`src/rtl/pwm_pkg.sv`:
```
// rtl/pwm_pkg.sv - shared definitions for the PWM generator and PWM capture blocks
// Contents:
//   pwm_state_e  capture FSM states (idle / line high / line low)
//   PWM_VAL_W    default width of the generator duty value
package pwm_pkg;

  typedef enum logic [1:0] {
    ST_IDLE = 2'd0,
    ST_HIGH = 2'd1,
    ST_LOW  = 2'd2
  } pwm_state_e;

  localparam int PWM_VAL_W = 8;

endpackage

```
`src/rtl/sync2.sv`:
```
// rtl/sync2.sv - two-flop synchronizer for a single asynchronous input
// Ports:
//   clk    destination clock
//   rst_n  asynchronous active-low reset, both flops clear to 0
//   d_i    asynchronous input
//   q_o    synchronized output (two clk of latency)
module sync2 (
  input  logic clk,
  input  logic rst_n,
  input  logic d_i,
  output logic q_o
);

  logic meta_q;
  logic sync_q;

  always_ff @(posedge clk or negedge rst_n) begin
    if (!rst_n) begin
      meta_q <= 1'b0;
      sync_q <= 1'b0;
    end else begin
      meta_q <= d_i;
      sync_q <= meta_q;
    end
  end

  assign q_o = sync_q;

endmodule

```
`src/rtl/pwm_capture.sv`:
```
// rtl/pwm_capture.sv - measures period and high time of a PWM line, flags stuck lines
// Ports:
//   clk         system clock
//   rst_n       asynchronous active-low reset
//   pwm_in      asynchronous PWM input
//   period_cnt  clocks between the last two rising edges (all-ones on timeout)
//   high_cnt    clocks the line was high within that period
//   valid       one-cycle strobe: period_cnt/high_cnt/stuck_* were updated
//   stuck_hi    last report was a timeout with the line held high
//   stuck_lo    last report was a timeout with the line held low
module pwm_capture
  import pwm_pkg::*;
#(
  parameter int COUNT_W = 16
) (
  input  logic               clk,
  input  logic               rst_n,
  input  logic               pwm_in,
  output logic [COUNT_W-1:0] period_cnt,
  output logic [COUNT_W-1:0] high_cnt,
  output logic               valid,
  output logic               stuck_hi,
  output logic               stuck_lo
);

  localparam logic [COUNT_W-1:0] CNT_MAX  = '1;
  localparam logic [COUNT_W-1:0] CNT_ONE  = COUNT_W'(1);
  localparam logic [COUNT_W-1:0] CNT_ZERO = '0;

  logic s;
  logic s_d_q;
  logic rise;
  logic fall;

  pwm_state_e         state_q, state_d;
  logic [COUNT_W-1:0] cnt_q, cnt_d;
  logic [COUNT_W-1:0] hcnt_q, hcnt_d;
  logic [COUNT_W-1:0] idle_q, idle_d;
  logic [COUNT_W-1:0] period_q, period_d;
  logic [COUNT_W-1:0] high_q, high_d;
  logic               valid_q, valid_d;
  logic               stuck_hi_q, stuck_hi_d;
  logic               stuck_lo_q, stuck_lo_d;

  function automatic logic [COUNT_W-1:0] sat_inc(input logic [COUNT_W-1:0] v);
    return (v == CNT_MAX) ? v : v + 1'b1;
  endfunction

  sync2 u_sync (
    .clk   (clk),
    .rst_n (rst_n),
    .d_i   (pwm_in),
    .q_o   (s)
  );

  assign rise = s & ~s_d_q;
  assign fall = ~s & s_d_q;

  always_comb begin
    state_d    = state_q;
    cnt_d      = cnt_q;
    hcnt_d     = hcnt_q;
    idle_d     = CNT_ZERO;
    period_d   = period_q;
    high_d     = high_q;
    valid_d    = 1'b0;
    stuck_hi_d = stuck_hi_q;
    stuck_lo_d = stuck_lo_q;
    case (state_q)
      ST_IDLE: begin
        idle_d = idle_q + 1'b1;
        if (rise) begin
          cnt_d   = CNT_ONE;
          hcnt_d  = CNT_ONE;
          idle_d  = CNT_ZERO;
          state_d = ST_HIGH;
        end else if (idle_q == CNT_MAX - 1'b1) begin
          // No edge for a full timeout window: report the level the line sits at.
          period_d   = CNT_MAX;
          high_d     = s ? CNT_MAX : CNT_ZERO;
          stuck_hi_d = s;
          stuck_lo_d = ~s;
          valid_d    = 1'b1;
          idle_d     = CNT_ZERO;
        end
      end
      ST_HIGH: begin
        // Timeout wins over a coincident fall: the period never completed.
        if (cnt_q == CNT_MAX) begin
          period_d   = CNT_MAX;
          high_d     = CNT_MAX;
          stuck_hi_d = 1'b1;
          stuck_lo_d = 1'b0;
          valid_d    = 1'b1;
          state_d    = ST_IDLE;
        end else if (fall) begin
          cnt_d   = sat_inc(cnt_q);
          state_d = ST_LOW;
        end else begin
          cnt_d  = sat_inc(cnt_q);
          hcnt_d = sat_inc(hcnt_q);
        end
      end
      ST_LOW: begin
        // A rise closes the period even if cnt has just reached all-ones.
        if (rise) begin
          period_d   = cnt_q;
          high_d     = hcnt_q;
          stuck_hi_d = 1'b0;
          stuck_lo_d = 1'b0;
          valid_d    = 1'b1;
          cnt_d      = CNT_ONE;
          hcnt_d     = CNT_ONE;
          state_d    = ST_HIGH;
        end else if (cnt_q == CNT_MAX) begin
          period_d   = CNT_MAX;
          high_d     = CNT_ZERO;
          stuck_hi_d = 1'b0;
          stuck_lo_d = 1'b1;
          valid_d    = 1'b1;
          state_d    = ST_IDLE;
        end else begin
          cnt_d = sat_inc(cnt_q);
        end
      end
      default: state_d = ST_IDLE;
    endcase
  end

  always_ff @(posedge clk or negedge rst_n) begin
    if (!rst_n) begin
      s_d_q      <= 1'b0;
      state_q    <= ST_IDLE;
      cnt_q      <= CNT_ZERO;
      hcnt_q     <= CNT_ZERO;
      idle_q     <= CNT_ZERO;
      period_q   <= CNT_ZERO;
      high_q     <= CNT_ZERO;
      valid_q    <= 1'b0;
      stuck_hi_q <= 1'b0;
      stuck_lo_q <= 1'b0;
    end else begin
      s_d_q      <= s;
      state_q    <= state_d;
      cnt_q      <= cnt_d;
      hcnt_q     <= hcnt_d;
      idle_q     <= idle_d;
      period_q   <= period_d;
      high_q     <= high_d;
      valid_q    <= valid_d;
      stuck_hi_q <= stuck_hi_d;
      stuck_lo_q <= stuck_lo_d;
    end
  end

  assign period_cnt = period_q;
  assign high_cnt   = high_q;
  assign valid      = valid_q;
  assign stuck_hi   = stuck_hi_q;
  assign stuck_lo   = stuck_lo_q;

endmodule

```
`config.mk`:
```
export PLATFORM = sky130hd
export DESIGN_NAME = pwm_capture
export DESIGN_NICKNAME = d
export VERILOG_FILES = /design/src/rtl/pwm_pkg.sv /design/src/rtl/sync2.sv /design/src/rtl/pwm_capture.sv
export SDC_FILE = /design/constraint.sdc
export NUM_CORES = 1
export LEC_CHECK = 0
export ABC_AREA = 1
export CORE_MARGIN = 4
export CORE_UTILIZATION = 45
export CTS_BUF_LIST = sky130_fd_sc_hd__clkbuf_2
export DETAILED_ROUTE_END_ITERATION = 10
export MAX_ROUTING_LAYER = met4
export PLACE_DENSITY = 0.63
export SETUP_SLACK_MARGIN = 0.2
export SLEW_MARGIN = 20
export SYNTH_ARGS = -nofsm -noshare
export SYNTH_HDL_FRONTEND = slang
export SYNTH_SLANG_ARGS = --single-unit
```
`constraint.sdc`:
```
create_clock -name clk -period 2.2 [get_ports clk]
set_input_delay 0.33 -clock clk [delete_from_list [all_inputs] [get_ports clk]]
set_output_delay 0.33 -clock clk [all_outputs]
set_load 0.02 [all_outputs]
```
==> results of run 1 <==
-- cells by family (layout without fill, tap and decap cells) --
kind of cell | Yosys count | count (layout) | synth area share (%)
AO/OA/AOI/OAI | 116 | 116 | 13.7
AND/OR/NAND/NOR | 362 | 363 | 31.4
adder cells (fa/ha/maj) | 8 | 8 | 1.97
XOR/XNOR | 12 | 12 | 2.07
buffers and inverters | 88 | 151 | 7.51
flip-flops | 88 | 88 | 43.3
-- sequential cells by signal, indices dropped and copies added (netlist names) --
| register | count |
|---|---|
| state_q | 2 |
| u_sync.meta_q | 1 |
| hcnt_q | 16 |
| u_sync.q_o | 1 |
| stuck_hi | 1 |
| idle_q | 16 |
| s_d_q | 1 |
| stuck_lo | 1 |
| cnt_q | 16 |
| high_cnt | 16 |
| valid | 1 |
| period_cnt | 16 |
-- area by class of cell --
class | instances | area share, %
Tap cell | 140 | 2.92
Timing Repair Buffer | 62 | 10.2
Sequential cell | 88 | 36.8
Multi-Input combinational cell | 499 | 42.9
Clock buffer | 10 | 0.835
Inverter | 73 | 4.63
Clock inverter | 6 | 1.80
-- layout by cell type, fill, tap and decap left out, types with 12 or more instances in the layout --
cell type      Yosys  layout
buf_4              0      20
o21ai_0           61      61
a21oi_1           15      15
nor2_1           115     114
nand2_1          160     158
nand3_1           35      35
dfrtp_1           88      86
inv_1             68      66
dlygate4sd2_1      0      23
nor3_1            14      12
o21ai_2           24      24
-- worst register-to-register path, delay by kind of cell (launching register included) --
family                     cells  cell delay [ns]
and+or+nand+nor                6             0.83
DFF                            1             0.49
buffers and inverters          1             0.16
AOI/OAI and AO/OA              1             0.05
adders and majority gates      1             0.26
-- power breakdown --
part           total, mW  internal (mW)  switching, mW
combinational       4.28           1.58           2.70
sequential          2.37           2.06          0.307
clock               1.08          0.490          0.587
-- worst max-delay path by stage --
stage / from / end / slack, ns / depth (start not counted)
2_1_floorplan: state_q[0]$_DFFE_PN0P_ / hcnt_q[6]$_DFFE_PN0P_ / 0.51 / 9
3_3_place_gp: cnt_q[0]$_DFFE_PN0P_ / high_cnt[0]$_DFFE_PN0P_ / 0.23 / 9
3_5_place_dp: state_q[0]$_DFFE_PN0P_ / hcnt_q[7]$_DFFE_PN0P_ / 0.15 / 9
4_1_cts: state_q[0]$_DFFE_PN0P_ / hcnt_q[8]$_DFFE_PN0P_ / 0.18 / 7
5_1_grt: cnt_q[0]$_DFFE_PN0P_ / high_cnt[12]$_DFFE_PN0P_ / 0.20 / 9
6_report: valid$_DFF_PN0_ / valid / 0.30 / 1
-- per-layer routing --
| layer | global-route usage [%] | part of all wire (%) | wire [um] | up-vias |
|---|---|---|---|---|
| li1 | - | - | - | 2275 |
| met1 | 29.4 | 50 | 6220 | 2175 |
| met2 | 29.2 | 44 | 5390 | 114 |
| met3 | 3.44 | 4.6 | 571 | 21 |
| met4 | 7.92 | 1.4 | 179 | 0 |
| met5 | - | 0 | 0 | - |
-- per-stage QoR --
| step | std cells | util (%) | hold WS, ns | setup slack [ns] | instance area (um2) |
|---|---|---|---|---|---|
| after floorplan | 674 | - | 0.0344 | 0.513 | 5080 |
| after global placement | 846 | 51.2 | 0.332 | 0.226 | 5600 |
| after detailed placement | 846 | 51.2 | 0.335 | 0.153 | 5600 |
| after CTS | 866 | 53.0 | 0.104 | 0.178 | 5800 |
| after global routing | 878 | 54.8 | 0.111 | 0.202 | 5990 |
| final | 878 | 54.8 | 0.173 | 0.297 | 5990 |
-- what timing repair did --
item                                    in CTS  in global routing
gates resized for setup                     26                 27
endpoints found under the setup margin      55                 85
pin swaps                                    1                  4
hold buffers                                 1                  0
buffers inserted                             3                 11
hold endpoints to repair                    42                  0
cloned                                       0                  1
==> run metrics, run 1 <==
maximum count of clock buffers along a single path=2; via count=approximately 4600; required time of the critical path=1.87 ns; maximum VDD drop=0.771 mV; first-pass GRT wire length=between 20000 and 25000 um; Worst Max-Slew Pin Slew=about 0.6 ns; hold path cells=1; top_reg_cell synth=dfrtp_1; total wire length=12400 um; worst hold path class=primary input to flip-flop; IO buf count=37; final worst path period share=between 80% and 90%; setup repair after global routing missed its margin=false; Peak Freq=~530 MHz; number of remaining DRC errors=0; tightest slew margin relative to the limit=59.8%; Post-synth EDFFs=0; cell leakage power=2.86 nW; total power density per cell area=approximately 1300 nW/um2; Avg Synthesized Cell Area=between 7 and 8 um2; cell taking the most area after synthesis=dfrtp_1; clock latency at the later pin of the worst-skew pair=0.59 ns; weighted congestion reported at the end of routability-driven placement=approximately 0.96; First-pass DRT Iterations=7; biggest area contributors in the synthesized netlist=dfrtp_1, nand2_1, nor2_1; 1st-iter DRT viols=approximately 420; Boundary Pins=38; cells on worst reg2reg path=9; width of the chip=approximately 110 um; standard-cell rows=38; peak per-stage delay on the critical path=0.59 ns; antenna violations before repair=0; via count normalized by instance count=5.22; Worst setup EP type=output pin; critical register-to-register path startpoint=hcnt_q[0]$_DFFE_PN0P_; number of diodes=0; post-DR wirelength/cell=about 14 um; Cell Chain, Critical Path=clkdlybuf4s50_1; Inserted Clock Buffers=9; worst hold path startpoint=pwm_in; Multi-input gate area=roughly 2600 um2; HPWL reported at the end of detailed placement=between 8000 and 9000 um; number of global-route vias before repair=roughly 4400; effective utilization at floorplan=a little under half; synthesized netlist net count=685; number of hold-slack violations in the final timing report=0; H-tree depth=3; final count of pins violating max slew=0; Area Growth Syn to Fin=18.0%; Vert. Die Dim=114 um; flip-flop and latch area=~2200 um2; Setup-failing EPs final=0; largest delay contributor family on the critical path=buffers and inverters; maximum number of pins on one net before global-route repair=47; share of synthesized flip-flops with an asynchronous set or reset=100%; max-cap viol count=0; critical path class=flip-flop to output pin; top cell types by occurrence after synthesis=nand2_1, nor2_1, dfrtp_1; arrival time worst endpoint=between 1.5 and 2 ns; count of fill cells added during filler insertion=approximately 1100; slack of the worst reg-to-reg path=0.33 ns; Root Driver=clkbuf_2; Floorplan Core Area=roughly 11000 um2; layout cells sized above 1=between 10% and 20%; combined area of all synthesized cells=between 5000 and 6000 um2; Fin Setup TNS=0 ns; clock tree from TritonCTS=built; worst-case hold path end point=u_sync.meta_q$_DFF_PN0_; number of nets with antenna violations after routing=0; clock sinks=88; Post-Route Skew=0.0311 ns; critical path buffer and inverter count=1; run status=finished clean; Remaining Overflow, GRT=0; sequential-to-total area share from yosys stat=between 40% and 50%; most repeated cell in the gate-level netlist after synthesis=nand2_1; Total Routing Usage GR=20.5%; final-stage net count=744; number of different library cells in the post-synthesis netlist=35; launching element type of the critical path=flip-flop; number of register bits inferred by synthesis=88; number of warning messages in the yosys log=0; critical path's slowest cell=clkdlybuf4s50_1; proportion of netlist area held by the largest area contributor=~43%; die outline area=~13000 um2; clock-pin slew of the registers on the worst-case setup and hold paths=about 0.25 ns; CP max FO=1; final total power=a little under 8 mW; Post-Syn Instances=~670; post-route minimum period=1.90 ns; endpoint of the worst register-to-register path=hcnt_q[4]$_DFFE_PN0P_
Power figures use the tool's default switching activity.
==> run 2, diff against run 1 <==
--- a/config.mk
+++ b/config.mk
@@ -12,7 +12,7 @@
 export DETAILED_ROUTE_END_ITERATION = 10
 export MAX_ROUTING_LAYER = met4
 export PLACE_DENSITY = 0.63
-export SETUP_SLACK_MARGIN = 0.2
+export SETUP_SLACK_MARGIN = 0.05
 export SLEW_MARGIN = 20
 export SYNTH_ARGS = -nofsm -noshare
 export SYNTH_HDL_FRONTEND = slang
==> run metrics, run 2 (same netlist as run 1, synthesis figures left out) <==
first-pass GRT wire length=21000 um; standard-cell rows=38; clock tree from TritonCTS=built; maximum count of clock buffers along a single path=2; largest delay contributor family on the critical path=buffers and inverters; final count of pins violating max slew=0; Peak Freq=approximately 490 MHz; number of remaining DRC errors=0; Root Driver=clkbuf_2; Worst setup EP type=output pin; H-tree depth=3; count of fill cells added during filler insertion=1090; number of nets with antenna violations after routing=0; final worst path period share=a little over 90%; final worst setup slack=roughly 0.18 ns; area of all placed cells without fillers=slightly below 6000 um2; Total Routing Usage GR=between 20% and 30%; width of the chip=between 100 and 150 um; final total power=around 8 mW; Remaining Overflow, GRT=0; effective utilization at floorplan=between 40 and 50%; total wire length=12100 um; number of diodes=0; clock sinks=roughly 90; flip-flop and latch area=2200 um2; post-DR wirelength/cell=about 14 um; fraction of power consumed by sequential logic=30.6%; post-place setup slack=approximately 0.15 ns; via count=roughly 4500; number of global-route vias before repair=4377; run status=finished clean; Vert. Die Dim=114 um; Boundary Pins=38; Setup-failing EPs final=0; First-pass DRT Iterations=7; Floorplan Core Area=about 11000 um2; worst hold path class=primary input to flip-flop; clock-pin slew of the registers on the worst-case setup and hold paths=between 0.2 and 0.3 ns; total power density per cell area=between 1000 and 1500 nW/um2; peak per-stage delay on the critical path=roughly 0.63 ns; Psw=about 3.6 mW; commonest cells after routing, fill and taps aside=nand2_1, nor2_1, dfrtp_1, inv_1, o21ai_0; Post-Route Skew=0.0304 ns; maximum number of pins on one net before global-route repair=between 40 and 50; clock group share of total power=13.8%; die outline area=between 10000 and 15000 um2; Worst Max-Slew Pin Slew=0.588 ns; Fin Setup TNS=0 ns; final-stage net count=between 700 and 800; most frequent standard cell in the layout excluding fill and tap cells=nand2_1; max-cap viol count=0; Area Growth Syn to Fin=15.3%; CP max FO=3; maximum VDD drop=approximately 0.73 mV; 1st-iter DRT viols=455; weighted congestion reported at the end of routability-driven placement=roughly 0.96; tightest slew margin relative to the limit=between 60 and 70%; Post-DP Area=5600 um2; critical path's slowest cell=clkdlybuf4s50_1; cell-internal power=between 4 and 5 mW; Inserted Clock Buffers=9; Logic pwr share=between 50% and 60%; critical path buffer and inverter count=1; layout cells sized above 1=12.4%; post-route minimum period=about 2 ns; antenna violations before repair=0; critical path class=flip-flop to output pin; cell leakage power=~2.6 nW; required time of the critical path=about 1.9 ns; setup repair after global routing missed its margin=false; number of hold-slack violations in the final timing report=0; arrival time worst endpoint=1.69 ns; Switching Share=45.7%; IO buf count=37; clock latency at the later pin of the worst-skew pair=slightly above 0.6 ns; worst hold slack=around 0.16 ns; Multi-input gate area=between 2000 and 3000 um2; launching element type of the critical path=flip-flop; HPWL reported at the end of detailed placement=8630 um; via count normalized by instance count=5.18; Cell Chain, Critical Path=clkdlybuf4s50_1
==> run 2: cell types whose count changed in the layout (fill, tap and decap cells not counted), sizes merged <==
| cell | delta |
|---|---|
| buf | -11 |
| clkdlybuf4s50 | +34 |
| dlygate4sd2 | -23 |
| dlymetal6s2s | -11 |
| nor2 | -1 |
==> run 2: metal layers <==
metal  vias up  share of wire, %  global-route usage (%)
li1       2254                 -                       -
met1      2109                49                    29.4
met2       113                44                    29.0
met3        13               6.0                    3.44
met4         0               1.3                    7.92
met5         -                 0                       -
==> run 2: final cells by class <==
type | count | share of cell area [%]
Multi-Input combinational cell | 498 | 43.1
Sequential cell | 88 | 37.6
Timing Repair Buffer | 51 | 8.82
Inverter | 73 | 4.74
Tap cell | 140 | 2.99
Clock inverter | 6 | 1.84
Clock buffer | 10 | 0.855
==> run 2: metrics by stage <==
stage / utilization [%] / cells
final: 53.5 / 866
after global routing: 53.5 / 866
after CTS: 52.8 / 863
after detailed placement: 51.2 / 846
after global placement: 51.2 / 846
after floorplan: - / 674
==> run 2: timing repair <==
item,in CTS,in global routing
setup buffers,0,3
hold endpoints to repair,42,0
hold buffers,1,0
gates resized for setup,0,10
endpoints found under the setup margin,0,60
==> run 2: final timing paths <==
check	startpoint	endpoint	slack, ns	depth (start not counted)
setup / recovery	period_cnt[12]$_DFFE_PN0P_	period_cnt[12]	0.18	1
hold / removal	pwm_in	u_sync.meta_q$_DFF_PN0_	0.16	1
setup reg to reg	hcnt_q[0]$_DFFE_PN0P_	hcnt_q[5]$_DFFE_PN0P_	0.19	9
hold reg to reg	u_sync.meta_q$_DFF_PN0_	u_sync.q_o$_DFF_PN0_	0.38	0
max in group asynchronous	rst_n	hcnt_q[1]$_DFFE_PN0P_	1.30	3
min in group asynchronous	rst_n	period_cnt[12]$_DFFE_PN0P_	0.20	2
==> run 2: power groups by stage <==
stage	Combinational, mW	Clock [mW]	Sequential (mW)
after floorplan	2.50	0	2.74
after global placement	4.07	0	2.39
after detailed placement	4.14	0	2.42
after CTS	4.17	1.11	2.38
after global routing	4.82	1.17	2.45
final	4.33	1.07	2.38
==> RTL change: new RTL, config.mk and constraints of run 2 <==
The output `valid` loses its register stage (`valid_q` becomes a continuous assignment).
--- a/src/rtl/pwm_capture.sv
+++ b/src/rtl/pwm_capture.sv
@@ -136,7 +136,6 @@
       idle_q     <= CNT_ZERO;
       period_q   <= CNT_ZERO;
       high_q     <= CNT_ZERO;
-      valid_q    <= 1'b0;
       stuck_hi_q <= 1'b0;
       stuck_lo_q <= 1'b0;
     end else begin
@@ -147,11 +146,12 @@
       idle_q     <= idle_d;
       period_q   <= period_d;
       high_q     <= high_d;
-      valid_q    <= valid_d;
       stuck_hi_q <= stuck_hi_d;
       stuck_lo_q <= stuck_lo_d;
     end
   end
+
+  assign valid_q = valid_d;
 
   assign period_cnt = period_q;
   assign high_cnt   = high_q;
Check against the original RTL: not equivalent (Yosys sat finds a counterexample within 10 cycles, from zero or initial values and one cycle with rst_n low).
==> RTL change against run 2 <==
  * Sequential power fell by 3%
  * Power decreased by 0.49%
  * Routed wire length rose by 2.0%
  * The flow now finishes with violations (setup timing)
  * Worst setup slack got worse by 340 ps
  * First-iteration DRC count down 28%
  * Synthesized area is 1.5% higher
  * Highest routed layer unchanged
  * Sequential cell count fell by 1
  * Design area grew 5.5%
==> RTL change: results (changes against run 2) <==
* Status: complete, but fails checks (was finished, final reports clean)
* Failing checks: setup timing
* Static Leak at 2.83 nW (was 2.62 nW)
* Commonest cells in the netlist: nand2_1, nor2_1, dfrtp_1 (unchanged)
* Clk_lat worst skew at 580 ps (was 610 ps)
* Psw at 3.56 mW (about the same)
* Final setup fails at 1 (was 0)
* WL final at 12.4 mm (was 12.1 mm)
* Placed insts at 889 (was 846)
* CTS max path bufs at 2 (unchanged)
* Wire per inst at 13.6 um (was 14.0 um)
* 1st-iter DRT viols at 327 (was 455)
* Total GRT Usage at 0.203 (was 0.205)
* Asr flop ratio synth at 1.00 (unchanged)
* Nets at 775 (was 732)
* Distinct cells, synth at 41 (was 35)
* Worst setup margin at -158 ps (was 178 ps)
* Pre-Repair DR Iteration Count at 5 (was 7)
* Sequential share of the synthesized area at 0.422 (was 0.433)
* Post-DP HPWL at 9.37 mm (was 8.63 mm)
* Worst IR Drop VDD at 0.843 mV (was 0.727 mV)
* CP Data Arrival Time at 2030 ps (was 1690 ps)
* Routability Congestion at 0.906 (was 0.965)
* Vias at 4634 (was 4489)
* Reg clk slew, reported paths at 220 ps (was 250 ps)
* Fraction of layout instances using a drive strength above 1 at 0.174 (was 0.124)
* Synth top area cells: dfrtp_1, nand2_1, nor2_1 (unchanged)
* First-pass GRT wire length at 20.9 mm (was 21.0 mm)
* Clk_skew at 33.2 ps (was 30.4 ps)
* Post-Syn Nets at 695 (was 685)
* Worst rel slew slack at 0.651 (was 0.608)
* Syn avg cell area at 7.53 um2 (was 7.54 um2)
* Synth Warn # at 0 (unchanged)
* Pin count of the biggest net entering global routing at 40 (was 47)
## RTL change: per-stage QoR
stage	utilization	hold slack, ps	setup WS, ps	area [um2]	total power [mW]
5_1_grt	0.560	101	-335	6180	8.40
4_1_cts	0.554	110	-232	6110	7.73
3_3_place_gp	0.539	274	-164	5950	6.68
6_report	0.560	159	-158	6180	7.75
3_5_place_dp	0.539	284	-160	5950	6.79
2_1_floorplan	-	34.4	190	5150	5.28
## RTL change: cells by family after synthesis
group / after synthesis / synth area share
and+or+nand+nor: 364 / 0.318
AOI/OAI and AO/OA: 120 / 0.142
buffers and inverters: 92 / 0.0765
DFF: 87 / 0.422
xor gates and xnor gates: 13 / 0.0221
adders and majority gates: 8 / 0.0194
## RTL change: power by group through the flow
stage                     Combinational [mW]  Sequential, mW  Clock, mW
after floorplan                         2.58            2.70          0
after global placement                  4.37            2.32          0
after detailed placement                4.45            2.34          0
after CTS                               4.47            2.31      0.948
after global routing                    5.01            2.38       1.01
final                                   4.53            2.30      0.915
## RTL change: path summary, 6_finish.rpt
check / slack, ps / startpoint / end / cells past startpoint
setup / recovery: -160 / cnt_q[1] / valid / 8
hold / removal: 160 / pwm_in / u_sync.meta_q / 1
setup reg to reg: 210 / idle_q[0] / high_cnt[6] / 13
hold reg to reg: 380 / u_sync.meta_q / u_sync.q_o / 0
max in group asynchronous: 1350 / rst_n / idle_q[9] / 3
min in group asynchronous: 190 / rst_n / cnt_q[14] / 2
## RTL change: worst max-delay path, stage by stage (launching register included)
cell and delay [ps]:
dfrtp_1 420, ha_2 200, inv_2 50, nor2_4 120
nand2_4 90, nor3_2 120, nand2_1 110, a31oi_4 210
buf_6 140
## RTL change: layout make-up
type | instances | area (um2)
Fill cell | 1080 | 4850
Multi-Input combinational cell | 505 | 2640
Sequential cell | 87 | 2180
Timing Repair Buffer | 86 | 777
Inverter | 75 | 285
Tap cell | 140 | 175
Clock inverter | 4 | 71.3
Clock buffer | 11 | 55.1
## RTL change: per-layer routing
layer | part of all wire | GRT usage | vias up | wire length (um)
met3 | 0.046 | 0.0368 | 19 | 572
li1 | - | - | 2359 | -
met1 | 0.51 | 0.294 | 2148 | 6290
met5 | 0 | - | - | 0
met4 | 0.019 | 0.0751 | 0 | 230
met2 | 0.43 | 0.284 | 108 | 5290
## RTL change: what timing repair did
item	CTS	global route
endpoints found under the hold margin	63	0
setup buffers	1	2
pin swaps	4	4
gates resized for setup	13	8
hold buffers	1	0
setup endpoints to repair	1	17
